===== config.mk =====
export PLATFORM = sky130hd
export DESIGN_NAME = fp_align_serial
export DESIGN_NICKNAME = d
export VERILOG_FILES = /design/src/rtl/fp_align_pkg.sv /design/src/rtl/fp_classify.sv /design/src/rtl/fp_align_serial.sv
export SDC_FILE = /design/constraint.sdc
export NUM_CORES = 1
export LEC_CHECK = 0
export CAP_MARGIN = 20
export CORE_MARGIN = 1
export CORE_UTILIZATION = 40
export CTS_CLUSTER_SIZE = 30
export DETAILED_ROUTE_END_ITERATION = 12
export GPL_ROUTABILITY_DRIVEN = 0
export SYNTH_ARGS = -nofsm -noshare
export SYNTH_HDL_FRONTEND = slang
export SYNTH_SLANG_ARGS = --single-unit

===== constraint.sdc =====
create_clock -name clk -period 4.2 [get_ports clk]
set_input_delay 0.63 -clock clk [delete_from_list [all_inputs] [get_ports clk]]
set_output_delay 0.63 -clock clk [all_outputs]
set_load 0.01 [all_outputs]

===== src/rtl/fp_align_pkg.sv =====
`default_nettype none
// ============================================================================
// Module      : fp_align_pkg
// Description : Shared types and constants for the FP adder alignment stage.
// Revision    : 1.0 - initial release
// ============================================================================
package fp_align_pkg;

    typedef struct packed {
        logic        sign;
        logic [7:0]  exp;
        logic [22:0] frac;
    } fp32_t;

    typedef struct packed {
        logic isNan;
        logic isInf;
        logic isZero;
        logic isSub;
    } fp_class_t;

    typedef enum logic [1:0] {
        IDLE  = 2'd0,
        SHIFT = 2'd1,
        ADD   = 2'd2,
        DONE  = 2'd3
    } align_state_t;

    localparam logic [7:0] EXP_MAX    = 8'hFF;
    localparam int         GUARD_BITS = 8;
    localparam int         SIG_W      = 32;

    // Exponent used for alignment: subnormals and zero behave as exponent 1.
    function automatic logic [7:0] effExp(input fp32_t v);
        return (v.exp == 8'd0) ? 8'd1 : v.exp;
    endfunction

    // Working significand: hidden bit, fraction, then empty guard bits.
    function automatic logic [SIG_W-1:0] sigOf(input fp32_t v);
        return {(v.exp != 8'd0), v.frac, {GUARD_BITS{1'b0}}};
    endfunction

endpackage
`default_nettype wire


===== src/rtl/fp_classify.sv =====
`default_nettype none
// ============================================================================
// Module      : fp_classify
// Description : Combinational IEEE-754 binary32 operand classifier.
// Revision    : 1.0 - initial release
// ============================================================================
module fp_classify
    import fp_align_pkg::*;
(
    input  fp32_t     operand,
    output fp_class_t cls
);

    logic w_expMax;
    logic w_expZero;
    logic w_fracZero;

    // Decode the exponent/fraction extremes into the four class flags.
    always_comb begin
        w_expMax    = (operand.exp == EXP_MAX);
        w_expZero   = (operand.exp == 8'd0);
        w_fracZero  = (operand.frac == 23'd0);
        cls.isNan   = w_expMax  && !w_fracZero;
        cls.isInf   = w_expMax  &&  w_fracZero;
        cls.isZero  = w_expZero &&  w_fracZero;
        cls.isSub   = w_expZero && !w_fracZero;
    end

endmodule
`default_nettype wire


===== src/rtl/fp_align_serial.sv =====
`default_nettype none
// ============================================================================
// Module      : fp_align_serial
// Description : Serial alignment front end of the binary32 adder. Orders the
//               operands by magnitude, right-shifts the smaller significand a
//               few bits per cycle with sticky collection, then adds or
//               subtracts and hands the result to the normalizer.
// Revision    : 1.0 - initial release
// ============================================================================
module fp_align_serial
    import fp_align_pkg::*;
#(
    parameter int unsigned SHIFT_STEP = 4,
    parameter int unsigned SHIFT_CAP  = 32
) (
    input  logic        clk,
    input  logic        rst_n,
    input  logic        in_valid,
    output logic        in_ready,
    input  logic [31:0] a,
    input  logic [31:0] b,
    input  logic        op_sub,
    output logic        out_valid,
    input  logic        out_ready,
    output logic [31:0] out_a,
    output logic [31:0] out_b,
    output logic        a_nan,
    output logic        b_nan,
    output logic        a_inf,
    output logic        b_inf,
    output logic        a_zero,
    output logic        b_zero,
    output logic        a_sub,
    output logic        b_sub,
    output logic        sign_a,
    output logic        sign_b,
    output logic [31:0] aligned_result,
    output logic        carry_out,
    output logic        sticky,
    output logic [7:0]  exponent_out,
    output logic        aligned_sign
);

    localparam int unsigned c_REM_MAX = (SHIFT_CAP > SHIFT_STEP) ? SHIFT_CAP : SHIFT_STEP;
    localparam int unsigned c_REM_W   = $clog2(c_REM_MAX + 1);
    localparam logic [c_REM_W-1:0] c_CAP  = c_REM_W'(SHIFT_CAP);
    localparam logic [c_REM_W-1:0] c_STEP = c_REM_W'(SHIFT_STEP);

    align_state_t r_state;
    align_state_t w_nextState;

    fp32_t     w_opA;
    fp32_t     w_opB;
    fp32_t     w_opL;
    fp32_t     w_opS;
    fp_class_t w_clsA;
    fp_class_t w_clsB;

    logic                 w_aIsL;
    logic [7:0]           w_d;
    logic                 w_capHit;
    logic                 w_special;
    logic                 w_goShift;
    logic [c_REM_W-1:0]   w_remStart;
    logic [7:0]           w_expOut;
    logic [c_REM_W-1:0]   w_k;
    logic [2*SIG_W-1:0]   w_shifted;
    logic [SIG_W:0]       w_sum;
    logic [SIG_W-1:0]     w_diff;
    logic                 w_effAdd;

    logic [31:0]          r_outA;
    logic [31:0]          r_outB;
    fp_class_t            r_clsA;
    fp_class_t            r_clsB;
    logic                 r_signA;
    logic                 r_signB;
    logic                 r_lSign;
    logic [SIG_W-1:0]     r_sigL;
    logic [SIG_W-1:0]     r_sigS;
    logic [c_REM_W-1:0]   r_remain;
    logic                 r_sticky;
    logic [7:0]           r_expOut;
    logic [SIG_W-1:0]     r_result;
    logic                 r_carry;
    logic                 r_alignedSign;

    // Subtraction is folded in by flipping B's sign at the input.
    assign w_opA = a;
    assign w_opB = {b[31] ^ op_sub, b[30:0]};

    fp_classify u_classA (
        .operand (w_opA),
        .cls     (w_clsA)
    );

    fp_classify u_classB (
        .operand (w_opB),
        .cls     (w_clsB)
    );

    // Magnitude ordering, shift distance and routing decision for a new pair.
    always_comb begin
        w_aIsL     = {effExp(w_opA), w_opA.frac} >= {effExp(w_opB), w_opB.frac};
        w_opL      = w_aIsL ? w_opA : w_opB;
        w_opS      = w_aIsL ? w_opB : w_opA;
        w_d        = effExp(w_opL) - effExp(w_opS);
        w_capHit   = 32'(w_d) >= SHIFT_CAP;
        w_remStart = w_capHit ? c_CAP : c_REM_W'(w_d);
        // A subnormal larger operand reports exponent 1; zero keeps its field.
        w_expOut   = ((w_opL.exp == 8'd0) && (w_opL.frac != 23'd0)) ? 8'd1 : w_opL.exp;
        w_special  = w_clsA.isNan || w_clsA.isInf || w_clsA.isZero ||
                     w_clsB.isNan || w_clsB.isInf || w_clsB.isZero;
        w_goShift  = (w_d != 8'd0) && !w_special;
    end

    // One shift step: the low half of the wide shift holds the exiting bits.
    always_comb begin
        w_k       = (r_remain > c_STEP) ? c_STEP : r_remain;
        w_shifted = {r_sigS, {SIG_W{1'b0}}} >> w_k;
    end

    // Add/subtract of the aligned significands; L >= S so no negative result.
    always_comb begin
        w_effAdd = (r_signA == r_signB);
        w_sum    = {1'b0, r_sigL} + {1'b0, r_sigS};
        w_diff   = r_sigL - r_sigS;
    end

    // State register.
    always_ff @(posedge clk or negedge rst_n) begin
        if (!rst_n) begin
            r_state <= IDLE;
        end else begin
            r_state <= w_nextState;
        end
    end

    // Next-state logic.
    always_comb begin
        w_nextState = r_state;
        case (r_state)
            IDLE:    if (in_valid) w_nextState = w_goShift ? SHIFT : ADD;
            SHIFT:   if (r_remain == w_k) w_nextState = ADD;
            ADD:     w_nextState = DONE;
            DONE:    if (out_ready) w_nextState = IDLE;
            default: w_nextState = IDLE;
        endcase
    end

    // Handshake outputs decoded straight from the state register.
    always_comb begin
        in_ready  = (r_state == IDLE);
        out_valid = (r_state == DONE);
    end

    // Datapath: capture in IDLE, shift in SHIFT, combine in ADD, hold in DONE.
    always_ff @(posedge clk or negedge rst_n) begin
        if (!rst_n) begin
            r_outA        <= '0;
            r_outB        <= '0;
            r_clsA        <= '0;
            r_clsB        <= '0;
            r_signA       <= 1'b0;
            r_signB       <= 1'b0;
            r_lSign       <= 1'b0;
            r_sigL        <= '0;
            r_sigS        <= '0;
            r_remain      <= '0;
            r_sticky      <= 1'b0;
            r_expOut      <= '0;
            r_result      <= '0;
            r_carry       <= 1'b0;
            r_alignedSign <= 1'b0;
        end else begin
            case (r_state)
                IDLE: begin
                    if (in_valid) begin
                        r_outA   <= a;
                        r_outB   <= w_opB;
                        r_clsA   <= w_clsA;
                        r_clsB   <= w_clsB;
                        r_signA  <= w_opA.sign;
                        r_signB  <= w_opB.sign;
                        r_lSign  <= w_opL.sign;
                        r_sigL   <= sigOf(w_opL);
                        r_sigS   <= sigOf(w_opS);
                        r_remain <= w_remStart;
                        r_sticky <= 1'b0;
                        r_expOut <= w_expOut;
                    end
                end
                SHIFT: begin
                    r_sigS   <= w_shifted[2*SIG_W-1:SIG_W];
                    r_sticky <= r_sticky | (|w_shifted[SIG_W-1:0]);
                    r_remain <= r_remain - w_k;
                end
                ADD: begin
                    if (w_effAdd) begin
                        r_carry       <= w_sum[SIG_W];
                        r_result      <= w_sum[SIG_W-1:0];
                        r_alignedSign <= r_lSign;
                    end else begin
                        r_carry       <= 1'b0;
                        r_result      <= w_diff;
                        // Exact cancellation always yields +0.
                        r_alignedSign <= (w_diff == '0) ? 1'b0 : r_lSign;
                    end
                end
                default: begin
                end
            endcase
        end
    end

    assign out_a          = r_outA;
    assign out_b          = r_outB;
    assign a_nan          = r_clsA.isNan;
    assign b_nan          = r_clsB.isNan;
    assign a_inf          = r_clsA.isInf;
    assign b_inf          = r_clsB.isInf;
    assign a_zero         = r_clsA.isZero;
    assign b_zero         = r_clsB.isZero;
    assign a_sub          = r_clsA.isSub;
    assign b_sub          = r_clsB.isSub;
    assign sign_a         = r_signA;
    assign sign_b         = r_signB;
    assign aligned_result = r_result;
    assign carry_out      = r_carry;
    assign sticky         = r_sticky;
    assign exponent_out   = r_expOut;
    assign aligned_sign   = r_alignedSign;

endmodule
`default_nettype wire


* Word level (Yosys, flattened, before mapping) *
Cells that the tools add are included.

word-level totals
  output and inout port bits = 119
  register bits = 182
  logic and storage cells = 101

cells by class
  bitwise gates (word level) = 2
  $lt $le $gt $ge = 3
  add/sub/neg operators = 4
  reductions and logical operators = 35
  equal/unequal tests = 10
  shifts and indexed selects = 1
  muxes and demuxes = 24

operators with widths
  operator                                                           count
  2-to-1 mux 32 bit                                                  3
  one-hot mux 32 bit (2 select lines)                                1
  right shift 64 x 6 -> 64 bit                                       1
  logical NOT 23 bit                                                 2
  2-to-1 mux 8 bit                                                   5
  adder 32 x 32 -> 33 bit                                            1
  logical NOT 32 bit                                                 1
  logical NOT 8 bit                                                  4
  OR reduction 32 bit                                                1
  subtractor 32 bit                                                  1
  greater-or-equal comparator 31 bit                                 1
  2-to-1 mux 31 bit                                                  1
  nonzero test 8 bit                                                 3
  nonzero test 23 bit                                                1
  2-to-1 mux 6 bit                                                   3
  == test 8 bit, second input constant                               2
  one-hot mux 6 bit (2 select lines)                                 1
  logical AND 1 bit                                                  10
  greater-or-equal comparator 8 x 6 -> 1 bit, second input constant  1
  2-to-1 mux 2 bit                                                   4
  one-hot mux 2 bit (4 select lines)                                 1
  subtractor 8 bit                                                   1
  == test 6 bit                                                      1
  greater-than comparator 6 x 3 -> 1 bit, second input constant      1
  16 further kinds                                                   28

* Longest topological paths before layout *
  word-level depth = 13
  mapped depth = 26
  depth with buffers taken out = 24

* By module *
Synthesis repeated with hierarchy kept, for this count alone.

unflattened totals
  cells, all modules = 1,520
  area total of the unflattened synthesis = 13,188.9 um2

modules (own cells, without submodules)
  module           cells each  instances  sequential area each (um2)  area each (um2)
  fp_align_serial  1,480       1          4,504.3                     12,918.6
  fp_classify      20          2          0.0                         135.1

* Worst setup path before layout *
No wires, ideal clock.

  kind = input to register
  start = input port b[23]
  end = register r_remain[2]
  buffers on the path = 2
  arrival time = 5.115 ns
  stages = 23
  path slack = -1.030 ns
  library setup time = 0.116 ns
  cell sequence = nor4_1 a21oi_1 ha_1 o21ai_0 nand2b_1 a21oi_1 o311ai_0 a31o_2 buf_2 buf_1 nor2_1 a21oi_1 ha_1 inv_1 fa_1 a21o_1 a21oi_1 nor2b_1 nor2_1 a41oi_1 o21ai_0 o21ai_0 o311ai_0

on the way
  longest elaborated chain between the ends = 11

RTL lines
  item                                                           RTL line                                        source
  start, declared                                                fp_align_serial.sv:21                           input logic [31:0] b,
  logical NOT 8 bit                                              fp_align_pkg.sv:35                              return (v.exp == 8'd0) ? 8'd1 : v.exp;
  2-to-1 mux 8 bit                                               fp_align_pkg.sv:35
  greater-or-equal comparator 31 bit                             fp_align_serial.sv:104                          w_aIsL = {effExp(w_opA), w_opA.frac} >= {effExp(w_opB), w_opB.frac};
  2-to-1 mux 32 bit / 2-to-1 mux 31 bit (equally long branches)  fp_align_serial.sv:105, fp_align_serial.sv:106
  logical NOT 8 bit                                              fp_align_pkg.sv:35
  2-to-1 mux 8 bit                                               fp_align_pkg.sv:35
  subtractor 8 bit (*)                                           fp_align_serial.sv:107                          w_d = effExp(w_opL) - effExp(w_opS);
  greater-or-equal comparator 8 x 6 -> 1 bit                     fp_align_serial.sv:108                          w_capHit = 32'(w_d) >= SHIFT_CAP;
  2-to-1 mux 6 bit (*)                                           fp_align_serial.sv:109                          w_remStart = w_capHit ? c_CAP : c_REM_W'(w_d);
  2-to-1 mux 6 bit (*)                                           fp_align_serial.sv:178                          if (in_valid) begin
  one-hot mux 6 bit (2 select lines) (*)                         fp_align_serial.sv:176                          case (r_state)
  end signal, assigned                                           fp_align_serial.sv:188                          r_remain <= w_remStart;
  end signal, assigned                                           fp_align_serial.sv:196                          r_remain <= r_remain - w_k;
  end, declared                                                  fp_align_serial.sv:81                           logic [c_REM_W-1:0] r_remain;

Mark *: on every way between the ends. The rest lies on a longest branch, timed or not. The select of a mux whose other input is x is not followed.
A chain may end at the register's enable or synchronous reset.

* Final worst setup path *
  start = input port b[26]
  end = register r_state[1]

on the way
  longest elaborated chain between the ends = 12

RTL lines
  item                                                           RTL line                                        source
  logical NOT 8 bit                                              fp_align_pkg.sv:35, fp_classify.sv:21
  2-to-1 mux 8 bit                                               fp_align_pkg.sv:35
  greater-or-equal comparator 31 bit                             fp_align_serial.sv:104
  2-to-1 mux 32 bit / 2-to-1 mux 31 bit (equally long branches)  fp_align_serial.sv:105, fp_align_serial.sv:106
  logical NOT 8 bit                                              fp_align_pkg.sv:35
  2-to-1 mux 8 bit                                               fp_align_pkg.sv:35
  subtractor 8 bit                                               fp_align_serial.sv:107
  nonzero test 8 bit                                             fp_align_serial.sv:114                          w_goShift = (w_d != 8'd0) && !w_special;
  logical AND 1 bit (*)                                          fp_align_serial.sv:114
  2-to-1 mux 2 bit (*) (2 in series)                             fp_align_serial.sv:143                          IDLE: if (in_valid) w_nextState = w_goShift ? SHIFT : ADD;
  one-hot mux 2 bit (4 select lines) (*)                         fp_align_serial.sv:142                          case (r_state)
  end signal, assigned                                           fp_align_serial.sv:135                          r_state <= w_nextState;
  end, declared                                                  fp_align_serial.sv:49                           align_state_t r_state;

Marks and branches as above.

==> flow_summary.yaml <==
global_routing:
  antenna_found_initial: 1
  grt_pass1_vias: 12251
  grt_overflow_total: 0
  grt_util_all_layers_pct: 26.1
  grt_pass1_wl_um: 68300
  grt_max_degree: 114
synthesis:
  yosys_warnings: 0
  ys_seq_elements: 180
  synthFlopType: "dfrtp_1"
  ys_seq_area_share_pct: 34.3
  synth.distinct_cells: 82
  yosysMostFrequentCell: "nand2_1"
  syn_avg_cell_area_um2: 8.49
  ys_async_sr_fraction_pct: 100
  synth.largest_area_cell: "dfrtp_1"
  synth_area_leaders: "dfrtp_1 (34%), ha_1 (8.7%), nand2_1 (7.3%)"
  synth_common_cells: "nand2_1 (254), dfrtp_1 (180), a21oi_1 (141)"
  synth_edf_count: 0
  synth.top_cell.area_share_pct: 34.3
  netlist_instances: 1546
  synth_nets: 1708
  synth_area_mm2: 0.0131
timing:
  post-route-period-util_pct: 101
  slew_headroom_pct: 29.2
  finalClockSkew_ns: 0.0141
  final-hold-violation-count: 0
  rsz0062_at_grt: "true"
  slew_viol_final: 0
  worst_pin_slew_ns: 1.06
  setup_ws_ns: -0.0621
  maxClockFrequency_mhz: 235
  fin_crit_ns: 4.26
  setup_viol: 5
final_layout:
  fillerInstances: 2931
  utilization_pct: 55.1
  area_growth_pct: 34.1
  final_layout_size_suffix_gt1_share_pct: 20.0
  layout.nets: 2006
clock_tree:
  cts_tree: "yes"
  root_buffer: "clkbuf_16"
  cts-hold-fix-buffers: 0
  cts_max_level: 4
  cts_buffer_depth: 2
  insertion_delay_ns: 0.46
  clk_pin_slew_worst_paths_ns: 0.07
  clock_sinks: 180
  cts_made_buffers: 17
route:
  drt_iter0_drc: 1180
  viasPerCell: 5.59
  drc: 0
  wirelength_um: 44000
  wl_met2_um: 19200
  wl_per_cell_um: 19.2
  top_layer_used: "met4"
  vias: 12826
  met1_length_um: 20400
  ant_nets: 0
  first_pass_iters: 5
  wl_met3_um: 3510
floorplanning:
  die_w_um: 183
  initial_utilization_pct: 41.1
  fp-row-count: 65
  die_h_um: 183
  die_area_mm2: 0.0336
  core_mm2: 0.0320
  io_pins: 188
setup_path:
  end_kind: "flip-flop"
  crit_path_top_delay_cell: "fa_2"
  critPathMaxFanout: 6
  slowest_delay_ns: 0.35
  crit_buf_inv: 3
  worstPathArrival_ns: 4.61
  crit_path_cell_trace: "buf_2 > nor4_4 > a21oi_2 > ha_4 > a21o_1 > a211oi_2 > nand2_1 > nor2_4 > o311ai_4 > a31o_4 > buf_8 > mux2_4 > ha_4 > inv_2 > fa_2 > a21o_1 > a21oi_2 > nor2b_1 > nor2_1 > a41oi_2 > o21ai_2 > o211ai_1 > a221oi_1"
  worstSetupPathType: "in2reg"
  crit_required_ns: 4.55
  critPathLaunch: "b[26]"
  crit_path_start_kind: "primary input"
  path_delay_family: "compound AO/OA/AOI/OAI gates"
  rr_startpoint: "r_sigS[23]"
power_and_ir_drop:
  finalPower_uw: 14000
  ir_drop_mv: 0.370
  pwr_density_cell_mw_per_mm2: 794
  power_leakage_uw: 0.00797
placement:
  hpwl_um: 32200
  numPortBuffers: 187
outcome:
  status: "complete, but fails checks"
  violations: "negative setup slack"
hold_path:
  hold_class: "in2async"
flow_run:
  maxCapViolCount: 0
==> metal layers <==
layer | track usage (%) | vias to the layer above
met2 | 39.5 | 495
met3 | 6.75 | 51
met1 | 36.9 | 6166
met4 | 6.70 | 0
met5 | 0 | -
li1 | - | 6114
==> layout make-up <==
type                            count  area [um2]  share of cell area (%)
Clock inverter                     15         156                   0.888
Antenna cell                        1        2.50                  0.0142
Sequential cell                   180        4500                    25.6
Multi-Input combinational cell   1167        8330                    47.3
Timing Repair Buffer              377        3280                    18.6
Tap cell                          435         544                    3.09
Clock buffer                       17         425                    2.42
Inverter                          101         379                    2.15
==> sequential cells by signal (all words and copies together), names as in the netlist, 2 cells and up <==
register,flops
aligned_result,32
exponent_out,8
out_a,32
out_b,32
r_remain,6
r_sigL,24
r_sigS,32
r_state,2
==> cells by family after synthesis <==
logic type,Yosys count,synth area share (%)
compound gates,442,20.9
xor+xnor,39,2.60
fa+ha+maj,93,8.97
buf+inv,199,5.95
flops,180,34.3
mux,113,10.9
other cells,1,0.0286
simple gates,479,16.4
==> repair_timing <==
action | 4_1_cts | 5_1_grt
pin swaps | 39 | 40
resized for setup | 105 | 63
hold endpoints to repair | 0 | 0
buffers inserted | 38 | 10
endpoints found under the setup margin | 8 | 9
==> where the power goes <==
group / switching (uW) / internal [uW]
sequential: 822 / 2510
combinational: 5070 / 3950
clock: 826 / 797
==> path summary, 6_finish.rpt <==
kind	endpoint	slack (ns)	cells past startpoint
setup / recovery	r_state[1]	-0.06	23
hold / removal	aligned_result[25]	0.32	1
max in group asynchronous	exponent_out[5]	3.01	2
hold reg to reg	out_a[27]	0.48	2
setup reg to reg	aligned_sign	0.29	11
min in group clk	out_a[27]	0.48	2
==> layout by cell type (no fill, tap or decap), types with 21 or more instances in the layout <==
cell type,n
xnor2_1,30
mux4_2,21
dfrtp_1,180
mux2_2,22
a21oi_1,127
clkdlybuf4s50_1,136
nand2_1,253
a21o_1,23
o21ai_0,130
inv_1,89
ha_1,80
nor2_1,79
buf_4,185
dlygate4sd2_1,26
nor3_1,29
mux2i_1,65
==> worst reg2reg max path, stage by stage (launching register included) <==
cell,delay [ns]
dfrtp_1,0.51
inv_1,0.08
ha_1,0.41
a21o_1,0.23
a31oi_1,0.43
o2111ai_1,0.22
or4_1,0.43
a2111oi_0,0.48
nand4_1,0.32
a2111oi_1,0.32
and4_1,0.29
a21oi_1,0.08
==> through the flow <==
step           setup WS [ns]  hold WS [ns]  TNS, ns  area (um2)  instances
5_1_grt               -0.230         0.396    -1.38       17600       2293
2_1_floorplan         -0.257         0.334    -1.53       13300       1546
6_report             -0.0621         0.323   -0.168       17600       2293
3_3_place_gp          -0.827         0.456    -6.29       16400       2214
3_5_place_dp          -0.958         0.461    -7.30       16400       2214
4_1_cts              0.00252         0.353        0       17400       2284
No activity file was read; power rests on OpenSTA's default activity.
